[src/rtl/alu_pkg.sv]
`default_nettype none
// ============================================================================
// Module      : alu_pkg
// Description : Shared opcode constants and FSM state encoding for seq_alu.
// Revision    : 1.0 - initial release
// ============================================================================
package alu_pkg;

    localparam logic [2:0] OP_ADD = 3'd0;
    localparam logic [2:0] OP_SUB = 3'd1;
    localparam logic [2:0] OP_MUL = 3'd2;
    localparam logic [2:0] OP_AND = 3'd3;
    localparam logic [2:0] OP_OR  = 3'd4;
    localparam logic [2:0] OP_XOR = 3'd5;

    typedef enum logic [1:0] {
        IDLE = 2'd0,
        BUSY = 2'd1,
        DONE = 2'd2
    } state_e;

endpackage
`default_nettype wire

[src/rtl/seq_alu_if.sv]
`default_nettype none
// ============================================================================
// Module      : seq_alu_if
// Description : Request/response handshake bundle between a client and seq_alu.
// Revision    : 1.0 - initial release
// ============================================================================
interface seq_alu_if #(
    parameter int WIDTH = 8
);
    logic                 in_valid;
    logic                 in_ready;
    logic [2:0]           op;
    logic [WIDTH-1:0]     a;
    logic [WIDTH-1:0]     b;
    logic                 out_valid;
    logic                 out_ready;
    logic [2*WIDTH-1:0]   out_result;
    logic                 out_flag;
    logic                 out_err;

    modport master (
        output in_valid, op, a, b, out_ready,
        input  in_ready, out_valid, out_result, out_flag, out_err
    );

    modport slave (
        input  in_valid, op, a, b, out_ready,
        output in_ready, out_valid, out_result, out_flag, out_err
    );
endinterface
`default_nettype wire

[src/rtl/cla_nbit.sv]
`default_nettype none
// ============================================================================
// Module      : cla_nbit
// Description : WIDTH-bit adder built from 4-bit carry-lookahead groups.
// Revision    : 1.0 - initial release
// ============================================================================
module cla_nbit #(
    parameter int WIDTH = 8
) (
    input  logic [WIDTH-1:0] a,
    input  logic [WIDTH-1:0] b,
    input  logic             cin,
    output logic [WIDTH-1:0] sum,
    output logic             cout
);
    localparam int NBLK = (WIDTH + 3) / 4;
    localparam int PW   = NBLK * 4;
    localparam int CB   = (WIDTH - 1) / 4;
    localparam int CO   = WIDTH - 4 * CB;

    logic [PW-1:0] w_p;
    logic [PW-1:0] w_g;
    logic [PW-1:0] w_sum;

    assign w_p = PW'(a) ^ PW'(b);
    assign w_g = PW'(a) & PW'(b);
    assign sum = w_sum[WIDTH-1:0];

    // Each group resolves all four carries from its own carry-in; groups chain.
    for (genvar k = 0; k < NBLK; k++) begin : g_blk
        logic       w_ci;
        logic [3:0] w_pb;
        logic [3:0] w_gb;
        logic [4:0] w_cb;

        if (k == 0) begin : g_first
            assign w_ci = cin;
        end else begin : g_chain
            assign w_ci = g_blk[k-1].w_cb[4];
        end

        assign w_pb = w_p[4*k +: 4];
        assign w_gb = w_g[4*k +: 4];

        assign w_cb[0] = w_ci;
        assign w_cb[1] = w_gb[0] | (w_pb[0] & w_ci);
        assign w_cb[2] = w_gb[1] | (w_pb[1] & w_gb[0]) | (&w_pb[1:0] & w_ci);
        assign w_cb[3] = w_gb[2] | (w_pb[2] & w_gb[1]) | (&w_pb[2:1] & w_gb[0])
                       | (&w_pb[2:0] & w_ci);
        assign w_cb[4] = w_gb[3] | (w_pb[3] & w_gb[2]) | (&w_pb[3:2] & w_gb[1])
                       | (&w_pb[3:1] & w_gb[0]) | (&w_pb[3:0] & w_ci);

        assign w_sum[4*k +: 4] = w_pb ^ w_cb[3:0];

        if (k == CB) begin : g_cout
            assign cout = w_cb[CO];
        end
    end
endmodule
`default_nettype wire

[src/rtl/seq_alu.sv]
`default_nettype none
// ============================================================================
// Module      : seq_alu
// Description : Handshaked ALU; single-cycle ADD/SUB/logic, WIDTH-cycle shift-add MUL.
// Revision    : 1.0 - initial release
// ============================================================================
module seq_alu
    import alu_pkg::*;
#(
    parameter int WIDTH = 8
) (
    input  logic      clk,
    input  logic      rst_n,
    seq_alu_if.slave  bus
);
    localparam int CW = $clog2(WIDTH) + 1;

    state_e               r_state;
    logic [WIDTH-1:0]     r_a;
    logic [WIDTH-1:0]     r_b;
    logic [2*WIDTH-2:0]   r_acc;
    logic [CW-1:0]        r_cnt;
    logic [2*WIDTH-1:0]   r_result;
    logic                 r_flag;
    logic                 r_err;

    logic                 w_busy;
    logic [WIDTH-1:0]     w_add_a;
    logic [WIDTH-1:0]     w_add_b;
    logic [WIDTH-1:0]     w_sum;
    logic                 w_cin;
    logic                 w_cout;
    logic [2*WIDTH-1:0]   w_prod;

    // The one adder serves the accepting edge in IDLE and every MUL step in BUSY.
    assign w_busy  = (r_state == BUSY);
    assign w_add_a = w_busy ? r_acc[2*WIDTH-2:WIDTH-1] : bus.a;
    assign w_add_b = w_busy ? (r_a[0] ? r_b : '0)
                            : ((bus.op == OP_SUB) ? ~bus.b : bus.b);
    assign w_cin   = !w_busy && (bus.op == OP_SUB);

    cla_nbit #(
        .WIDTH (WIDTH)
    ) u_cla (
        .a    (w_add_a),
        .b    (w_add_b),
        .cin  (w_cin),
        .sum  (w_sum),
        .cout (w_cout)
    );

    // Right-shifting accumulator: the retired low bit is always zero, so it is not stored.
    assign w_prod = {w_cout, w_sum, r_acc[WIDTH-2:0]};

    always_ff @(posedge clk or negedge rst_n) begin
        if (!rst_n) begin
            r_state  <= IDLE;
            r_a      <= '0;
            r_b      <= '0;
            r_acc    <= '0;
            r_cnt    <= '0;
            r_result <= '0;
            r_flag   <= 1'b0;
            r_err    <= 1'b0;
        end else begin
            case (r_state)
                IDLE: begin
                    if (bus.in_valid) begin
                        r_state <= DONE;
                        r_flag  <= 1'b0;
                        r_err   <= 1'b0;
                        case (bus.op)
                            OP_ADD: begin
                                r_result <= {{WIDTH{1'b0}}, w_sum};
                                r_flag   <= w_cout;
                            end
                            OP_SUB: begin
                                r_result <= {{WIDTH{1'b0}}, w_sum};
                                r_flag   <= ~w_cout;
                            end
                            OP_MUL: begin
                                r_a     <= bus.a;
                                r_b     <= bus.b;
                                r_acc   <= '0;
                                r_cnt   <= '0;
                                r_state <= BUSY;
                            end
                            OP_AND: r_result <= {{WIDTH{1'b0}}, bus.a & bus.b};
                            OP_OR:  r_result <= {{WIDTH{1'b0}}, bus.a | bus.b};
                            OP_XOR: r_result <= {{WIDTH{1'b0}}, bus.a ^ bus.b};
                            default: begin
                                r_result <= '0;
                                r_err    <= 1'b1;
                            end
                        endcase
                    end
                end
                BUSY: begin
                    r_acc <= w_prod[2*WIDTH-1:1];
                    r_a   <= r_a >> 1;
                    r_cnt <= r_cnt + 1'b1;
                    if (r_cnt == CW'(WIDTH - 1)) begin
                        r_result <= w_prod;
                        r_flag   <= |w_prod[2*WIDTH-1:WIDTH];
                        r_err    <= 1'b0;
                        r_state  <= DONE;
                    end
                end
                DONE: begin
                    if (bus.out_ready) begin
                        r_state <= IDLE;
                    end
                end
                default: r_state <= IDLE;
            endcase
        end
    end

    assign bus.in_ready   = (r_state == IDLE);
    assign bus.out_valid  = (r_state == DONE);
    assign bus.out_result = r_result;
    assign bus.out_flag   = r_flag;
    assign bus.out_err    = r_err;
endmodule
`default_nettype wire
[src/flat_wrapper.sv]
// flat-port wrapper written by rule: the top's interface ports become plain ports
module seq_alu_flat import alu_pkg::*;
#(
    parameter int WIDTH = 8
)
  (clk, rst_n, bus_in_valid, bus_op, bus_a, bus_b, bus_out_ready, bus_in_ready, bus_out_valid, bus_out_result, bus_out_flag, bus_out_err);
  seq_alu_if #(.WIDTH(WIDTH)) bus_i ();
  input  logic clk;
  input  logic rst_n;
  input wire logic [$bits(bus_i.in_valid)-1:0] bus_in_valid;
  input wire logic [$bits(bus_i.op)-1:0] bus_op;
  input wire logic [$bits(bus_i.a)-1:0] bus_a;
  input wire logic [$bits(bus_i.b)-1:0] bus_b;
  input wire logic [$bits(bus_i.out_ready)-1:0] bus_out_ready;
  output wire logic [$bits(bus_i.in_ready)-1:0] bus_in_ready;
  output wire logic [$bits(bus_i.out_valid)-1:0] bus_out_valid;
  output wire logic [$bits(bus_i.out_result)-1:0] bus_out_result;
  output wire logic [$bits(bus_i.out_flag)-1:0] bus_out_flag;
  output wire logic [$bits(bus_i.out_err)-1:0] bus_out_err;
  assign bus_i.in_valid = bus_in_valid;
  assign bus_i.op = bus_op;
  assign bus_i.a = bus_a;
  assign bus_i.b = bus_b;
  assign bus_i.out_ready = bus_out_ready;
  assign bus_in_ready = bus_i.in_ready;
  assign bus_out_valid = bus_i.out_valid;
  assign bus_out_result = bus_i.out_result;
  assign bus_out_flag = bus_i.out_flag;
  assign bus_out_err = bus_i.out_err;
  seq_alu #(.WIDTH(WIDTH)) u_core (.clk(clk), .rst_n(rst_n), .bus(bus_i));
endmodule
[config.mk]
export PLATFORM = sky130hd
export DESIGN_NAME = seq_alu_flat
export DESIGN_NICKNAME = d
export VERILOG_FILES = /design/src/rtl/alu_pkg.sv /design/src/rtl/seq_alu_if.sv /design/src/rtl/cla_nbit.sv /design/src/rtl/seq_alu.sv /design/src/flat_wrapper.sv
export SDC_FILE = /design/constraint.sdc
export NUM_CORES = 1
export LEC_CHECK = 0
export CAP_MARGIN = 20
export CELL_PAD_IN_SITES_DETAIL_PLACEMENT = 0
export CELL_PAD_IN_SITES_GLOBAL_PLACEMENT = 1
export CORE_MARGIN = 2
export CORE_UTILIZATION = 44
export CTS_CLUSTER_DIAMETER = 60
export DETAILED_ROUTE_END_ITERATION = 12
export DONT_BUFFER_PORTS = 1
export PLACE_DENSITY = 0.74
export SKIP_LAST_GASP = 1
export SYNTH_ARGS = -nofsm -noshare
export SYNTH_HDL_FRONTEND = slang
export SYNTH_HIERARCHICAL = 1
export SYNTH_SLANG_ARGS = --single-unit
[constraint.sdc]
create_clock -name clk -period 3.2 [get_ports clk]
set_clock_uncertainty 0.2 [all_clocks]
set_input_delay 0.32 -clock clk [delete_from_list [all_inputs] [get_ports clk]]
set_output_delay 0.32 -clock clk [all_outputs]
set_load 0.01 [all_outputs]
==> flow_metrics.env, run 1 <==
export IMPL_path_max_fanout=5
export IMPL_dp_slack_ns=-0.0281
export IMPL_worstSetupStartpointType="flop"
export IMPL_async_flop_share_pct=100
export IMPL_routed_wl_mm=8.87
export IMPL_drc=0
export IMPL_power_density_nw_per_um2=678
export IMPL_post_route_cell_area_um2=4050
export IMPL_run_status="finished, final reports clean"
export IMPL_grt_most_used_layer="met1"
export IMPL_syn_area_um2=3430
export IMPL_setup_tns_ns=0
export IMPL_finalCritPeriodShare_pct=97.5
export IMPL_p_leak_nw=1.92
export IMPL_grt_max_degree=56
export IMPL_dp_hpwl_mm=6.38
export IMPL_r2r_slack_ns=0.08
export IMPL_worstPathArrival_ns=3.11
export IMPL_cp_required_ns=3.20
export IMPL_grt_use_met2_pct=29.9
export IMPL_tightest_slew_ns=0.654
export IMPL_crit_path_frequent_cell="nor2_1"
export IMPL_setup_slack_ns=0.0813
export IMPL_syn_area_per_cell_um2=8.81
export IMPL_r2r_start="u_core/r_state[1]"
export IMPL_drive_above_1_share_pct=16.0
export IMPL_nNetsFinal=462
export IMPL_worstReg2RegEnd="u_core/bus.out_flag"
export IMPL_grt_use_met1_pct=33.1
export IMPL_cp_cell_sequence="nor2b_4 -> buf_4 -> nor2_1 -> a21o_1 -> ha_4 -> nand3_2 -> o211ai_2 -> nor2_1 -> fa_2 -> xnor2_2 -> nor4_2 -> a21oi_1 -> a31oi_1 -> mux2i_1"
export IMPL_area_growth_pct=18.2
export IMPL_grt_pass1_wl_mm=14.1
export IMPL_diodes=0
export IMPL_clock_latency_ns=0.31
export IMPL_slew_viol_final=0
export IMPL_slowest_stage="dfrtp_2"
export IMPL_synth_edf_count=0
export IMPL_grt_pass1_vias=2653
export IMPL_grt_ovfl_total=0
export IMPL_cts_sinks=55
export IMPL_syn_num_nets=439
export IMPL_vias_per_cell=5.41
export IMPL_post_route_util_pct=53.0
export IMPL_power_mw=2.75
export IMPL_fp_dieW_um=92.3
export IMPL_drt_iter0_drc=156
export IMPL_place_area_um2=3610
export IMPL_dpl_cell_count=488
export IMPL_htree_levels=2
export IMPL_setup_viol=0
export IMPL_worst_hold_path_endpoint="u_core/r_a[7]"
export IMPL_min_delay_start="bus_a[7]"
export IMPL_maxCapViolations=0
export IMPL_layout_min_cycle_time_ns=3.12
export IMPL_fp_dieH_um=92.3
export IMPL_hold_viol=0
export IMPL_crit_path_end_kind="flop"
export IMPL_synth_seq_cells=55
export IMPL_coreArea_um2=7650
export IMPL_hold_path_class="primary input to flop"
export IMPL_worstRegToRegCells=14
export IMPL_cp_slowest_stage_delay_ns=0.45
export IMPL_place_gp_congestion=0.926
export IMPL_drt_pass1_iter_count=5
export IMPL_synth_distinct_cells=43
export IMPL_rows=32
export IMPL_place_port_buffers=0
export IMPL_vias=2785
export IMPL_fmax_ghz=0.321
export IMPL_max_clock_path_buffers=2
export IMPL_holdWs_ns=0.0551
export IMPL_cts_tree="done"
export IMPL_grt_total_usage_pct=21.4
export IMPL_use_met3_pct=4.60
export IMPL_synth_seq_area_share_pct=40.1
export IMPL_synth_ff_type="dfrtp_1"
export IMPL_max_slew_margin_pct=56.4
export IMPL_holdPathStages=2
export IMPL_final_cells=515
export IMPL_clkSlewWorstSetupHoldPaths_ns=0.10
export IMPL_routedWlPerCell_um=17.2
export IMPL_cts_root_buf="clkbuf_8"
export IMPL_io_pins=43
export IMPL_cts_buffers_inserted=5
export IMPL_postRouteAntennaNets=0
export IMPL_antenna_found_initial=0
export IMPL_die_area_um2=8510
export IMPL_initial_core_util_pct=44.8
export IMPL_vdd_ir_drop_max_mv=0.293
export IMPL_yosysWarnings=6
export IMPL_critPathKind="flop to flop"
export IMPL_syn_inst=389
-- layer usage --
metal	vias to the layer above	wire length, um
met5	-	0
met4	0	162
met3	10	536
met2	74	3690
met1	1325	4480
li1	1376	-
-- how the worst max path moves through the flow --
stage | from | to | slack (ns)
4_1_cts | u_core/r_state[1] | u_core/bus.out_flag | 0.03
3_3_place_gp | u_core/r_state[1] | u_core/bus.out_result[5] | 0.04
3_5_place_dp | bus_op[0] | u_core/bus.out_flag | -0.03
6_report | u_core/r_state[1] | u_core/bus.out_flag | 0.08
5_1_grt | u_core/r_state[1] | u_core/bus.out_flag | -0.06
2_1_floorplan | bus_op[0] | u_core/bus.out_flag | -0.11
-- worst max-delay path: cells and delay by family, from the launching register on --
family / cells / cell delay (ns)
AND/OR/NAND/NOR: 5 / 0.65
multiplexers: 1 / 0.10
adder cells (fa/ha/maj): 2 / 0.68
flip-flops: 1 / 0.45
XOR/XNOR: 1 / 0.16
AO/OA/AOI/OAI: 4 / 0.62
buffers and inverters: 1 / 0.14
-- report_power, final --
part | total (mW) | switching [mW] | internal (mW)
Combinational | 1.11 | 0.597 | 0.513
Sequential | 1.22 | 0.252 | 0.966
Clock | 0.418 | 0.241 | 0.177
Total | 2.75 | 1.09 | 1.66
-- layout make-up --
cell class,instances,area [um2]
timing repair buffer,36,348
tap,102,128
inverter,30,113
multi-input combinational,284,1990
fill,694,3600
sequential,55,1380
clock buffer,6,82.6
clock inverter,2,16.3
-- timing repair --
item / in CTS / in global routing
pin swaps: 0 / 13
gates cloned: 1 / 1
hold endpoints to repair: 64 / 0
hold buffers: 11 / 0
resized for setup: 0 / 26
endpoints found under the setup margin: 1 / 5
buffers inserted: 1 / 5
-- cell usage after synthesis (4+ instances only) --
master,instances,share of area [%]
and2_1,4,0.73
inv_1,30,3.3
buf_2,10,1.5
nor2_1,22,2.4
nand2_1,65,7.1
nand2b_1,14,2.6
a22o_1,8,2.0
xnor2_1,12,3.1
ha_1,25,9.1
a21o_1,13,2.8
a32oi_1,7,1.8
a21oi_1,20,2.9
clkbuf_1,6,0.66
o21ai_0,38,5.5
a21oi_2,4,1.0
dfrtp_1,55,40
nand3_1,16,2.3
-- state kept, by name, indices dropped and copies added, names as in the netlist --
| signal | cells |
|---|---|
| u_core/bus.out_err | 1 |
| u_core/r_acc | 15 |
| u_core/r_b | 8 |
| u_core/r_state | 2 |
| u_core/bus.out_flag | 1 |
| u_core/r_cnt | 4 |
| u_core/r_a | 8 |
| u_core/bus.out_result | 16 |
-- cell families after synthesis --
| family | Yosys count | share of synthesized area (%) |
|---|---|---|
| and+or+nand+nor | 132 | 17.5 |
| muxes | 4 | 1.20 |
| AOI/OAI and AO/OA | 106 | 20.8 |
| buffers and inverters | 51 | 6.50 |
| DFF | 55 | 40.1 |
| adders and majority gates | 27 | 10.3 |
| xor gates and xnor gates | 14 | 3.58 |
-- cells in the final DEF, fill, tap and decap left out, types with 2 or more instances in the layout --
master	n
nand2_1	64
dfrtp_1	54
o21ai_0	31
inv_1	30
nor2_1	22
ha_1	21
buf_4	21
a21oi_1	20
nand2b_1	14
nand3_1	13
a21o_1	13
dlygate4sd3_1	10
xnor2_1	8
o21ai_1	8
a22o_1	8
a32oi_1	7
clkbuf_8	6
xnor2_2	4
ha_4	4
nand3_2	3
mux2i_1	3
and2_1	3
a21oi_2	3
nor2b_1	2
and3_1	2
o21bai_2	2
xor2_1	2
nor4_2	2
a31oi_1	2
o22a_1	2
buf_6	2
No activity file was read; power rests on OpenSTA's default activity.
==> run 2: changes to the inputs <==
--- a/config.mk
+++ b/config.mk
@@ -17,5 +17,4 @@
 export SKIP_LAST_GASP = 1
 export SYNTH_ARGS = -nofsm -noshare
 export SYNTH_HDL_FRONTEND = slang
-export SYNTH_HIERARCHICAL = 1
 export SYNTH_SLANG_ARGS = --single-unit
==> flow_metrics.env, run 2 <==
export IMPL_run_status="finished with violations"
export IMPL_violations="negative setup slack"
export IMPL_r2r_slack_ns=-0.11
export IMPL_vias_per_cell=5.46
export IMPL_area_growth_pct=21.0
export IMPL_synth_ff_type="dfrtp_1"
export IMPL_multiInputGateArea_um2=2090
export IMPL_drt_pass1_iter_count=4
export IMPL_initial_core_util_pct=45.6
export IMPL_syn_inst=397
export IMPL_nNetsFinal=483
export IMPL_worst_hold_path_endpoint="u_core.r_a[4]"
export IMPL_fp_dieW_um=93.5
export IMPL_fillCellCount=711
export IMPL_grt_total_usage_pct=22.3
export IMPL_power_density_nw_per_um2=666
export IMPL_path_max_fanout=4
export IMPL_synth_seq_area_share_pct=39.0
export IMPL_postRouteAntennaNets=0
export IMPL_cp_slowest_stage_delay_ns=0.56
export IMPL_async_flop_share_pct=100
export IMPL_max_clock_path_buffers=2
export IMPL_min_delay_start="bus_a[4]"
export IMPL_synth_top_area_share_pct=39.0
export IMPL_grt_pass1_vias=2853
export IMPL_synth_edf_count=0
export IMPL_slew_viol_final=0
export IMPL_p_leak_nw=1.91
export IMPL_antenna_found_initial=0
export IMPL_cts_tree="done"
export IMPL_largest_register_ffs=16
export IMPL_drc=0
export IMPL_cp_cell_sequence="buf_4 -> nor2b_4 -> o21ai_2 -> ha_1 -> and2_4 -> and4_1 -> o21ai_1 -> and2_1 -> fa_2 -> nand3_1 -> or3_1 -> o31ai_2 -> o211ai_1"
export IMPL_io_pins=43
export IMPL_clock_latency_ns=0.31
export IMPL_cp_required_ns=3.20
export IMPL_p_comb_share_pct=39.5
export IMPL_cts_sinks=55
export IMPL_p_clk_share_pct=17.4
export IMPL_dp_hpwl_mm=6.94
export IMPL_finalCritPeriodShare_pct=104
export IMPL_dp_slack_ns=-0.158
export IMPL_rows=32
export IMPL_place_port_buffers=0
export IMPL_maxCapViolations=0
export IMPL_rsz0062_at_grt="true"
export IMPL_place_gp_congestion=0.914
export IMPL_synth_most_common_cell="nand2_1"
export IMPL_worstRegToRegCells=13
export IMPL_grt_max_degree=56
export IMPL_cts_buffers_inserted=5
export IMPL_regArea_um2=1380
export IMPL_hold_path_class="primary input to flop"
export IMPL_worstReg2RegEnd="u_core.bus.out_flag"
export IMPL_synthTopCellsByCount="nand2_1, o21ai_0, dfrtp_1, ha_1, inv_1"
export IMPL_worstSetupStartpointType="flop"
export IMPL_worst_path_buf_inv=1
export IMPL_synth_top_area_cell="dfrtp_1"
export IMPL_die_area_um2=8750
export IMPL_fp_dieH_um=93.5
export IMPL_synth_distinct_cells=49
export IMPL_dpl_cell_count=506
export IMPL_routedWlPerCell_um=17.6
export IMPL_cts_root_buf="clkbuf_8"
export IMPL_setup_tns_ns=-0.201
export IMPL_coreArea_um2=7730
export IMPL_layout_commonest_cell="nand2_1"
export IMPL_layout_min_cycle_time_ns=3.31
export IMPL_synth_area_leaders="dfrtp_1, ha_1, o21ai_0"
export IMPL_crit_path_end_kind="flop"
export IMPL_setup_slack_ns=-0.114
export IMPL_routed_wl_mm=9.46
export IMPL_post_route_util_pct=55.2
export IMPL_synth_seq_cells=55
export IMPL_slowest_stage="fa_2"
export IMPL_fmax_ghz=0.302
export IMPL_grt_pass1_wl_mm=15.1
export IMPL_clkSlewWorstSetupHoldPaths_ns=0.11
export IMPL_max_slew_margin_pct=57.8
export IMPL_diodes=0
export IMPL_syn_num_nets=447
export IMPL_critPathKind="flop to flop"
export IMPL_cp_top_family="simple AND/OR/NAND/NOR gates"
export IMPL_drt_iter0_drc=122
export IMPL_drive_above_1_share_pct=20.7
export IMPL_pwr_share_seq_pct=43.0
export IMPL_final_cells=536
export IMPL_final_cell_mix="nand2_1, dfrtp_1, o21ai_0"
export IMPL_switchingPower_mw=1.08
export IMPL_vias=2929
export IMPL_syn_area_per_cell_um2=8.88
export IMPL_swShare_pct=38.1
export IMPL_hold_viol=0
export IMPL_tightest_slew_ns=0.634
export IMPL_htree_levels=2
export IMPL_vdd_ir_drop_max_mv=0.318
export IMPL_yosysWarnings=0
export IMPL_setup_viol=2
export IMPL_syn_area_um2=3530
export IMPL_r2r_start="u_core.r_state[1]"
export IMPL_grt_ovfl_total=0
export IMPL_worstPathArrival_ns=3.31
export IMPL_power_internal_mw=1.76
export IMPL_holdPathStages=2
==> run 2: cell types whose count changed after synthesis, sizes merged, moves of 5 or more <==
cell and change:
o21ai +18, clkbuf +11, a21o -10, nand2b -10, mux2 +9, mux2i +9, a21oi -8, a32oi -7
buf -7, inv -6, a22o -5
==> run 2: per-stage QoR <==
stage | power [mW] | instance area, um2 | hold slack, ns
after global routing | 3.05 | 4270 | 0.0133
final | 2.84 | 4270 | 0.00308
after global placement | 2.20 | 3810 | -0.174
after floorplan | 1.89 | 3600 | -0.176
after CTS | 2.77 | 4130 | 0.00491
after detailed placement | 2.23 | 3810 | -0.174
==> run 2: how the worst max path moves through the flow <==
| stage | from | to | slack [ns] | cells past startpoint |
|---|---|---|---|---|
| final | u_core.r_state[1] | u_core.bus.out_flag | -0.11 | 13 |
| after global routing | u_core.r_state[1] | u_core.bus.out_flag | -0.35 | 13 |
| after CTS | u_core.r_state[0] | u_core.bus.out_flag | -0.11 | 13 |
| after detailed placement | bus_op[1] | u_core.bus.out_flag | -0.16 | 14 |
| after global placement | bus_op[1] | u_core.bus.out_flag | -0.11 | 14 |
| after floorplan | bus_op[1] | u_core.bus.out_flag | -0.25 | 16 |
==> run 2: what timing repair did <==
action | CTS | global route
endpoints found under the hold margin | 67 | 0
endpoints found under the setup margin | 4 | 7
cloned | 1 | 0
buffers inserted | 2 | 3
gates resized for setup | 6 | 25
pin swaps | 1 | 8
hold buffers | 15 | 0
==> run 2: power by group through the flow <==
stage                     Clock, mW  Sequential, mW  Combinational [mW]
after detailed placement          0            1.23               0.997
after CTS                     0.506            1.22                1.05
final                         0.495            1.22                1.12
after global routing          0.530            1.26                1.26
after global placement            0            1.22               0.977
after floorplan                   0            1.16               0.724
==> run 2: metal layers <==
metal / wire length [um] / global-route usage (%) / share of wire, %
met1: 4570 / 32.4 / 48
met2: 4240 / 34.3 / 45
met3: 565 / 5.16 / 6.0
met4: 82 / 4.04 / 0.87
met5: 0 / 0 / 0
==> run 2: cells by family after synthesis <==
kind of cell | Yosys count | share of synthesized area, %
multiplexers | 22 | 6.60
buffers and inverters | 49 | 5.96
XOR/XNOR | 12 | 2.98
flip-flops | 55 | 39.0
adder cells (fa/ha/maj) | 27 | 10.0
AO/OA/AOI/OAI | 108 | 18.8
AND/OR/NAND/NOR | 124 | 16.6
==> run 2: cell type report <==
type	count	area share (%)
Clock buffer	5	1.61
Tap cell	102	2.99
Timing Repair Buffer	53	11.0
Inverter	24	2.11
Sequential cell	55	32.3
Clock inverter	3	1.09
Multi-Input combinational cell	294	48.9
==> run 2: worst reg2reg max path, delay by kind of cell, from the launching register on <==
family,cells,cell delay (ns)
AOI/OAI and AO/OA,4,0.45
DFF,1,0.45
and+or+nand+nor,6,1.08
adders and majority gates,2,0.88
buffers and inverters,1,0.15
